===== src/rtl/ps2_pkg.sv =====
// PS/2 host transmitter shared types and protocol constants.
package ps2_pkg;

  typedef enum logic [2:0] {
    IDLE,
    INHIBIT,
    SEND,
    ACK,
    WAITIDLE
  } ps2_state_e;

  // Common keyboard command / response bytes.
  localparam logic [7:0] CMD_SET_LEDS = 8'hED;
  localparam logic [7:0] CMD_RESET    = 8'hFF;
  localparam logic [7:0] RSP_ACK      = 8'hFA;
  localparam logic [7:0] RSP_RESEND   = 8'hFE;

  // PS/2 uses odd parity: the bit makes the total count of ones odd.
  function automatic logic odd_parity(input logic [7:0] b);
    return ~^b;
  endfunction

endpackage


===== src/rtl/ps2_line_filter.sv =====
// PS/2 pin conditioning: 2-FF synchronisers on clock and data, a run-length
// glitch filter on the clock, and a one-cycle pulse on each filtered fall.
module ps2_line_filter #(
  parameter int FILTER_LEN = 8
) (
  input  logic clk,
  input  logic rst,
  input  logic kclk_i,
  input  logic kdata_i,
  output logic kclk_o,
  output logic kdata_o,
  output logic kfall_o
);

  localparam int RW = $clog2(FILTER_LEN + 1);

  logic [1:0]    kclk_sync_q;
  logic [1:0]    kdata_sync_q;
  logic          kclk_filt_q;
  logic [RW-1:0] run_q;
  logic          kfall_q;

  // Synchronise both pins; accept a clock level only after FILTER_LEN equal samples.
  always_ff @(posedge clk) begin
    if (rst) begin
      kclk_sync_q  <= 2'b11;
      kdata_sync_q <= 2'b11;
      kclk_filt_q  <= 1'b1;
      run_q        <= '0;
      kfall_q      <= 1'b0;
    end else begin
      kclk_sync_q  <= {kclk_sync_q[0], kclk_i};
      kdata_sync_q <= {kdata_sync_q[0], kdata_i};
      kfall_q      <= 1'b0;
      if (kclk_sync_q[1] != kclk_filt_q) begin
        if (run_q == RW'(FILTER_LEN - 1)) begin
          kclk_filt_q <= kclk_sync_q[1];
          run_q       <= '0;
          kfall_q     <= kclk_filt_q;  // old level 1 -> new level 0
        end else begin
          run_q <= run_q + 1'b1;
        end
      end else begin
        run_q <= '0;
      end
    end
  end

  assign kclk_o  = kclk_filt_q;
  assign kdata_o = kdata_sync_q[1];
  assign kfall_o = kfall_q;

endmodule


===== src/rtl/ps2_host_tx.sv =====
// Host-to-device PS/2 transmitter: inhibit, request-to-send, 11-bit frame
// clocked by the device, ACK capture, and a per-bit timeout.
// INHIBIT_CYCLES must not exceed TIMEOUT_CYCLES (they share one counter).
module ps2_host_tx
  import ps2_pkg::*;
#(
  parameter int INHIBIT_CYCLES = 12000,
  parameter int TIMEOUT_CYCLES = 2000000,
  parameter int FILTER_LEN     = 8
) (
  input  logic       clk,
  input  logic       rst,
  input  logic       start,
  input  logic [7:0] tdata,
  input  logic       kclk_in,
  input  logic       kdata_in,
  output logic       kclk_drive_low,
  output logic       kdata_drive_low,
  output logic       busy,
  output logic       rx_block,
  output logic       done,
  output logic       ack_ok,
  output logic       err_timeout
);

  localparam int CW = $clog2(TIMEOUT_CYCLES + 1);

  logic kclk_f, kdata_s, kfall;

  ps2_line_filter #(.FILTER_LEN(FILTER_LEN)) u_filt (
    .clk     (clk),
    .rst     (rst),
    .kclk_i  (kclk_in),
    .kdata_i (kdata_in),
    .kclk_o  (kclk_f),
    .kdata_o (kdata_s),
    .kfall_o (kfall)
  );

  ps2_state_e    state_q;
  logic [CW-1:0] cnt_q, cnt_d;
  logic [3:0]    bitn_q;
  logic [9:0]    shreg_q;  // {stop, parity, D7..D0}, shifted out LSB first
  logic          kclk_low_q, kdata_low_q, busy_q, done_q, ack_ok_q, err_q;
  logic          lines_idle, tmo;

  // Saturating count so a stuck line can never wrap back to a small value.
  assign cnt_d      = (cnt_q == CW'(TIMEOUT_CYCLES)) ? cnt_q : cnt_q + 1'b1;
  assign lines_idle = kclk_f & kdata_s;
  // Abort only when no progress is made on this very cycle.
  assign tmo = (cnt_q == CW'(TIMEOUT_CYCLES - 1)) && !kfall &&
               ((state_q == SEND) || (state_q == ACK) ||
                (state_q == WAITIDLE && !lines_idle));

  // Transfer FSM with registered line drives and status outputs.
  always_ff @(posedge clk) begin
    if (rst) begin
      state_q     <= IDLE;
      cnt_q       <= '0;
      bitn_q      <= '0;
      shreg_q     <= '0;
      kclk_low_q  <= 1'b0;
      kdata_low_q <= 1'b0;
      busy_q      <= 1'b0;
      done_q      <= 1'b0;
      ack_ok_q    <= 1'b0;
      err_q       <= 1'b0;
    end else begin
      done_q <= 1'b0;
      err_q  <= 1'b0;
      if (tmo) begin
        kclk_low_q  <= 1'b0;
        kdata_low_q <= 1'b0;
        err_q       <= 1'b1;
        state_q     <= IDLE;
      end else begin
        if (state_q == SEND || state_q == ACK || state_q == WAITIDLE)
          cnt_q <= kfall ? '0 : cnt_d;
        case (state_q)
          IDLE: begin
            busy_q <= 1'b0;
            // busy_q is still high during the done/err cycle, so no start is taken then.
            if (start && !busy_q) begin
              busy_q     <= 1'b1;
              ack_ok_q   <= 1'b0;
              shreg_q    <= {1'b1, odd_parity(tdata), tdata};
              cnt_q      <= '0;
              kclk_low_q <= 1'b1;
              state_q    <= INHIBIT;
            end
          end
          INHIBIT: begin
            if (cnt_q == CW'(INHIBIT_CYCLES - 1)) begin
              kclk_low_q  <= 1'b0;
              kdata_low_q <= 1'b1;  // start bit doubles as request-to-send
              cnt_q       <= '0;
              bitn_q      <= '0;
              state_q     <= SEND;
            end else begin
              cnt_q <= cnt_d;
            end
          end
          SEND: begin
            if (kfall) begin
              kdata_low_q <= ~shreg_q[0];
              shreg_q     <= {1'b0, shreg_q[9:1]};
              bitn_q      <= bitn_q + 1'b1;
              if (bitn_q == 4'd9) state_q <= ACK;  // tenth fall released data (stop)
            end
          end
          ACK: begin
            if (kfall) begin
              ack_ok_q <= ~kdata_s;
              state_q  <= WAITIDLE;
            end
          end
          WAITIDLE: begin
            if (lines_idle) begin
              done_q  <= 1'b1;
              state_q <= IDLE;
            end
          end
          default: state_q <= IDLE;
        endcase
      end
    end
  end

  assign kclk_drive_low  = kclk_low_q;
  assign kdata_drive_low = kdata_low_q;
  assign busy            = busy_q;
  assign rx_block        = busy_q;
  assign done            = done_q;
  assign ack_ok          = ack_ok_q;
  assign err_timeout     = err_q;

endmodule


===== config.mk =====
export PLATFORM = sky130hd
export DESIGN_NAME = ps2_host_tx
export DESIGN_NICKNAME = d
export VERILOG_FILES = /design/src/rtl/ps2_pkg.sv /design/src/rtl/ps2_line_filter.sv /design/src/rtl/ps2_host_tx.sv
export SDC_FILE = /design/constraint.sdc
export NUM_CORES = 1
export LEC_CHECK = 0
export ABC_CLOCK_PERIOD_IN_PS = 4800
export CAP_MARGIN = 20
export CORE_ASPECT_RATIO = 1.4
export CORE_MARGIN = 3
export CORE_UTILIZATION = 55
export CTS_CLUSTER_SIZE = 25
export DETAILED_ROUTE_END_ITERATION = 8
export PLACE_DENSITY = 0.75
export SLEW_MARGIN = 20
export SYNTH_ARGS = -nofsm -noshare
export SYNTH_HDL_FRONTEND = slang
export SYNTH_SLANG_ARGS = --single-unit

===== constraint.sdc =====
create_clock -name clk -period 4.8 [get_ports clk]
set_input_delay 1.2 -clock clk [delete_from_list [all_inputs] [get_ports clk]]
set_output_delay 1.2 -clock clk [all_outputs]
set_load 0.02 [all_outputs]

==> summary.md, run 1 <==
| Metric | Value |
|---|---|
| Clock power frac | `31.0%` |
| Sequential cell fraction of total power | `49.5%` |
| Resized cells post-CTS | `0` |
| Worst-Skew Late Latency | `0.31 ns` |
| CTS root buf | `clkbuf_8` |
| Fin nets | `364` |
| Async S/R FF share, synth | `0%` |
| Multi-input logic area | `1630 um^2` |
| Sequential share of the synthesized area | `38.4%` |
| Worst hold slack | `0.417 ns` |
| Req. time, crit path | `5.01 ns` |
| Sw Share | `29.0%` |
| Largest cells by area after synthesis | `dfxtp_1 38%, nor2_1 4.7%, a21oi_1 4.1%, mux2i_1 3.6%, nand2_1 3.1%` |
| Library cells used by synthesis | `55` |
| Net switching power | `0.000289 W` |
| Synthesized flop and latch total | `54` |
| Relative slew slack | `31.3%` |
| Core Box Area | `4880 um^2` |
| Worst slew pin tran | `1.03 ns` |
| Final WL | `6020 um` |
| CP endpoint kind | `register` |
| CTS Buf Count | `5` |
| Clk slew on worst S/H paths | `0.10 ns` |
| TritonCTS clock tree | `built` |
| Finished Layout Cells | `411` |
| Post-route DRC violation count | `0` |
| Worst Hold Class | `reg -> reg` |
| Max FO, Critical Path | `16` |
| WL met2 | `3170 um` |
| Cells after Synth | `339` |
| LEAKAGE | `1.08 nW` |
| Clk buf depth | `2` |
| Post-synth top area share | `38.4%` |
| Vias in the first global route | `2318` |
| IO Port Bufs | `19` |
| Status | `completed` |
| Combinational power share | `19.6%` |
| Pint | `0.000708 W` |
| Cell Pwr Density | `317 nW/um^2` |
| Height of the chip | `90.6 um` |
| CTS Hold Bufs | `0` |
| Final hold vios | `0` |
| Yosys Warn Count | `0` |
| Max-capacitance violation count | `0` |
| EDFF count, synth | `0` |
| # Post-CTS Setup Buffers | `0` |
| WL met3 | `189 um` |
| Final instance area | `3140 um^2` |
| Initial Util | `57.7%` |
| FP Rows | `30` |
| I/O pin total | `20` |
| DR WL/cell | `14.6 um` |
| Post-Route Setup TNS | `0 ns` |
| Placed Cells | `402` |
| GRT overflow | `0` |
| Post-route minimum period | `3.20 ns` |
| Area after DPL | `3020 um^2` |
| Die Span X | `66.5 um` |
| Vias | `2460` |
| Endpoints failing setup | `0` |
| Final RePlAce weighted congestion | `0.855` |
| Arrival time at the worst endpoint | `3.40 ns` |
| H-tree depth | `2` |
| Final ANT Viol Nets | `0` |
| Highest metal used | `met4` |
| Vias per std cell | `5.99` |
| Syn Std Cell Area | `2810 um^2` |
| Total Routing Usage GR | `21.8%` |
| Synthesized area per cell | `8.30 um^2` |
| Pin count of the biggest net entering global routing | `35` |
| Max VDD drop | `255 uV` |
| Die footprint | `6020 um^2` |
| Register Area | `1080 um^2` |
| Crit Path Class | `reg -> reg` |
| Most instantiated library cell after synthesis | `dfxtp_1` |
| DRT iter0 DRCs | `196` |
| Antenna violations before repair | `0` |
| Top cells by count, synth | `54 x dfxtp_1, 35 x nor2_1, 23 x a21oi_1, 23 x nand2_1, 18 x clkbuf_1` |
| Placed wire-length estimate | `4230 um` |
| N_diodes | `0` |
| Max Transition Viols Final | `0` |
| Routed length on met1 | `2530 um` |
| Layout cells sized above 1 | `7.78%` |
| Fillers | `431` |
| Synth Net Count | `357` |
| Num Clock Sinks | `54` |
| Main synth FF type | `dfxtp_1` |
| Crit start category | `register` |
| Final Skew | `0.00204 ns` |
| RSZ-0062 raised after global routing | `no` |
| Layout area overhead | `11.6%` |
| FMAX | `313 MHz` |
| Period utilization | `66.6%` |
| TritonRoute pass-1 iters | `4` |
| First-pass GRT wire length | `10400 um` |
| Synth area leader | `dfxtp_1` |
## stage by stage
| stage | utilization, % | total power (W) | setup WS (ns) |
|---|---|---|---|
| global placement | 61.9 | 0.000690 | 1.61 |
| global route | 64.4 | 0.00105 | 1.49 |
| detailed placement | 61.9 | 0.000694 | 1.53 |
| finish | 64.4 | 0.000996 | 1.60 |
| floorplan | - | 0.000642 | 2.27 |
| CTS | 64.2 | 0.00100 | 1.60 |
## state kept, by name, summed over array words and instances, names as in the netlist
register	flops
err_timeout	1
shreg_q	10
done	1
cnt_q	21
u_filt.kdata_sync_q	2
u_filt.kfall_o	1
u_filt.run_q	4
u_filt.kclk_o	1
ack_ok	1
kclk_drive_low	1
bitn_q	4
state_q	3
u_filt.kclk_sync_q	2
kdata_drive_low	1
busy	1
## cells in the final DEF (no fill, tap or decap), types with 2 or more instances in the layout
cell / instances
a211oi_1: 11
ha_1: 5
mux2i_1: 10
nor3_1: 12
or3b_2: 2
or2_2: 5
and4_1: 3
nor2_1: 35
clkbuf_8: 5
nand3b_1: 4
or4b_1: 2
o22a_1: 2
buf_4: 3
inv_1: 6
xor2_1: 5
nor2b_1: 10
or3_1: 9
clkdlybuf4s50_1: 19
nand3_1: 13
o21a_1: 3
dfxtp_1: 54
a221o_1: 2
nand4b_1: 2
o21ai_0: 16
nand2_1: 23
nor3b_1: 2
nand4_1: 4
nand2b_1: 4
a21oi_1: 23
nor3_2: 2
xnor2_1: 8
or4_1: 3
and3_1: 4
nor4b_1: 3
a31oi_1: 4
nor4_1: 5
o22ai_1: 2
## worst max-delay path, stage by stage, from the launching register on
cell and delay, ns:
dfxtp_1 0.37, or4b_1 0.59, or4_4 0.54, o41ai_4 0.97, nor2_2 0.13, and4b_1 0.25
a221o_1 0.25
## metal layers
metal / track usage (%) / vias to the layer above
li1: - / 1237
met1: 24.8 / 1171
met2: 38.1 / 40
met3: 4.23 / 12
met4: 9.49 / 0
met5: 0 / -
## final timing paths
path | depth (start not counted) | slack [ns] | end | from
min reg2reg | 1 | 0.42 | u_filt.kdata_sync_q[1]$_SDFF_PP1_ | u_filt.kdata_sync_q[0]$_SDFF_PP1_
max reg2reg | 6 | 1.60 | cnt_q[2]$_SDFFE_PP0N_ | cnt_q[14]$_SDFFE_PP0N_
min | 1 | 0.42 | u_filt.kdata_sync_q[1]$_SDFF_PP1_ | u_filt.kdata_sync_q[0]$_SDFF_PP1_
max | 6 | 1.60 | cnt_q[2]$_SDFFE_PP0N_ | cnt_q[14]$_SDFFE_PP0N_
## cells by family after synthesis
| kind of cell | Yosys count | synth area share, % |
|---|---|---|
| AND/OR/NAND/NOR | 151 | 29.1 |
| AO/OA/AOI/OAI | 77 | 18.4 |
| flip-flops | 54 | 38.4 |
| buffers and inverters | 28 | 3.91 |
| XOR/XNOR | 13 | 4.05 |
| multiplexers | 11 | 3.96 |
| adder cells (fa/ha/maj) | 5 | 2.22 |
## cell type report
class,instances,area share [%]
Multi-Input combinational cell,257,52.0
Timing Repair Buffer,22,6.77
Tap cell,64,2.55
Sequential cell,54,34.4
Clock inverter,3,1.39
Clock buffer,5,2.19
Inverter,6,0.717
## power by group through the flow
stage               combinational [W]  clock, W  sequential [W]
CTS                          0.000193  0.000315        0.000493
floorplan                    0.000145         0        0.000496
global placement             0.000188         0        0.000503
detailed placement           0.000191         0        0.000503
global route                 0.000221  0.000337        0.000497
finish                       0.000195  0.000308        0.000493
Power figures use the tool's default switching activity.
==> run 2, diff against run 1 <==
ABC_CLOCK_PERIOD_IN_PS = 3150   (was 4800)
clock period = 3.15 ns   (was 4.8 ns; I/O delays follow)
==> summary.md, run 2 (synthesized netlist as in run 1, its figures left out) <==
| Metric | Value |
|---|---|
| Status | `completed` |
| Vias | `2456 (-0.16%)` |
| N_diodes | `0 (unchanged)` |
| Placed wire-length estimate | `4520 um (+7.0%)` |
| Most common cell after layout, fill and taps aside | `dfxtp_1` |
| Largest register FFs | `21 (unchanged)` |
| Worst slew pin tran | `0.667 ns (-0.360 ns)` |
| Endpoints failing setup | `0 (unchanged)` |
| TritonCTS clock tree | `built` |
| Arrival time at the worst endpoint | `2.90 ns (-0.50 ns)` |
| FP Rows | `30 (unchanged)` |
| First-pass GRT wire length | `10400 um (+0.39%)` |
| Place WS | `0.464 ns (-1.07 ns)` |
| Total Routing Usage GR | `21.6% (-0.17 points)` |
| LEAKAGE | `1.10 nW (+1.4%)` |
| DRT iter0 DRCs | `189 (-3.6%)` |
| Height of the chip | `90.6 um (unchanged)` |
| IO Port Bufs | `19 (unchanged)` |
| Finished Layout Cells | `416 (+1.2%)` |
| Period utilization | `85.9% (+19 points)` |
| Internal reg-to-reg setup slack | `0.45 ns (-1.16 ns)` |
| CTS root buf | `clkbuf_8` |
| CTS Buf Count | `5 (unchanged)` |
| FMAX | `370 MHz (+18%)` |
| Pin count of the biggest net entering global routing | `32 (-8.6%)` |
| RSZ-0062 raised after global routing | `no` |
| Crit start category | `register` |
| GRT overflow | `0 (unchanged)` |
| Max FO, Critical Path | `12 (-4)` |
| Final hold vios | `0 (unchanged)` |
| Layout cells sized above 1 | `8.81% (+1.0 points)` |
| # Post-CTS Setup Buffers | `0 (unchanged)` |
| Worst-Skew Late Latency | `0.30 ns (about the same)` |
| Initial Util | `57.7% (unchanged)` |
| Die Span X | `66.5 um (unchanged)` |
| Max VDD drop | `382 uV (+49%)` |
| CP peak stage delay | `0.57 ns (-0.40 ns)` |
| I/O pin total | `20 (unchanged)` |
| Post-route DRC violation count | `0 (unchanged)` |
| CTS Hold Bufs | `0 (unchanged)` |
| Final worst slack | `0.445 ns (-1.16 ns)` |
| Worst Hold Class | `reg -> reg` |
| Worst path cell trace | `or4b_1 > or4_4 > o41ai_4 > buf_4 > nor2_1 > mux2_2` |
| Num Clock Sinks | `54 (unchanged)` |
| Crit Path Class | `reg -> reg` |
| Core Box Area | `4880 um^2 (unchanged)` |
| Vias in the first global route | `2312 (-0.26%)` |
| TritonRoute pass-1 iters | `4 (unchanged)` |
| Resized cells post-CTS | `0 (unchanged)` |
| Layout area overhead | `12.2%` |
| Fin nets | `369 (+1.4%)` |
| Placed Cells | `408 (+1.5%)` |
| H-tree depth | `2 (unchanged)` |
| Max Transition Viols Final | `0 (unchanged)` |
| Biggest regs | `cnt_q x21, shreg_q x10` |
| Biggest register | `cnt_q` |
| CP endpoint kind | `register` |
| Final Skew | `0.00590 ns (+0.00386 ns)` |
| Final ANT Viol Nets | `0 (unchanged)` |
| DR WL/cell | `14.8 um (+0.93%)` |
| Fillers | `449 (+4.2%)` |
| Final WL | `6150 um (+2.2%)` |
| Relative slew slack | `55.2% (+24 points)` |
| Post-Route Setup TNS | `0 ns (unchanged)` |
| Worst path slowest cell | `or4b_1` |
| Cell Pwr Density | `461 nW/um^2 (+45%)` |
| Final RePlAce weighted congestion | `0.882 (+3.2%)` |
| Clk buf depth | `2 (unchanged)` |
| Req. time, crit path | `3.34 ns (-1.67 ns)` |
| Antenna violations before repair | `0 (unchanged)` |
| Die footprint | `6020 um^2 (unchanged)` |
| Most frequent cells in the layout | `54 x dfxtp_1, 35 x nor2_1, 23 x nand2_1, 23 x a21oi_1, 19 x clkdlybuf4s50_1` |
| Clk slew on worst S/H paths | `0.09 ns (about the same)` |
| Vias per std cell | `5.90 (-1.4%)` |
| Post-route minimum period | `2.70 ns (-0.491 ns)` |
| Max-capacitance violation count | `0 (unchanged)` |
==> run 2: cell count changes in the layout (fill, tap and decap cells not counted), sizes merged <==
cell / previous run / this run
bufinv: 1 / 0
clkbuf: 5 / 7
inv: 7 / 6
buf: 3 / 8
==> run 2: critical path: cells and delay by family (launching register included) <==
kind / cells / cell delay [ns]
multiplexers: 1 / 0.27
buffers and inverters: 1 / 0.28
AND/OR/NAND/NOR: 3 / 1.20
AO/OA/AOI/OAI: 1 / 0.49
flip-flops: 1 / 0.35
==> run 2: worst paths after layout <==
check / start / endpoint / cells past startpoint
setup / recovery: cnt_q[12]$_SDFFE_PP0N_ / cnt_q[0]$_SDFFE_PP0N_ / 6
setup reg to reg: cnt_q[12]$_SDFFE_PP0N_ / cnt_q[0]$_SDFFE_PP0N_ / 6
hold reg to reg: u_filt.kclk_sync_q[0]$_SDFF_PP1_ / u_filt.kclk_sync_q[1]$_SDFF_PP1_ / 1
hold / removal: u_filt.kclk_sync_q[0]$_SDFF_PP1_ / u_filt.kclk_sync_q[1]$_SDFF_PP1_ / 1
==> run 2: layout make-up <==
cell class,count,area [um^2],share of cell area [%]
multi-input cells,257,1630,51.7
inverters,6,22.5,0.713
clock buffers,7,86.3,2.73
well taps,64,80.1,2.54
repair buffers,27,250,7.92
flip-flops and latches,54,1080,34.2
clock inverters,1,5.00,0.158
==> run 2: report_power, final <==
group | internal [W] | total [W] | switching [W]
Sequential | 0.000717 | 0.000751 | 0.0000335
Clock | 0.000178 | 0.000393 | 0.000215
Combinational | 0.000132 | 0.000311 | 0.000179
Total | 0.00103 | 0.00146 | 0.000428
==> run 2: stage by stage <==
stage	hold WS [ns]	utilization [%]	cell area, um^2	power (W)
after detailed placement	0.399	62.8	3070	0.00108
after floorplan	0.389	-	2810	0.000978
final	0.418	64.7	3160	0.00146
after global routing	0.429	64.7	3160	0.00154
after CTS	0.421	64.7	3160	0.00147
after global placement	0.392	62.8	3070	0.00107
==> run 2: layer usage <==
metal  track usage, %  part of all wire, %  vias up
li1                 -                    -     1249
met1             25.4                   42     1162
met2             39.6                   55       41
met3             3.11                  2.4        4
met4             5.59                 0.68        0
met5                0                    0        -
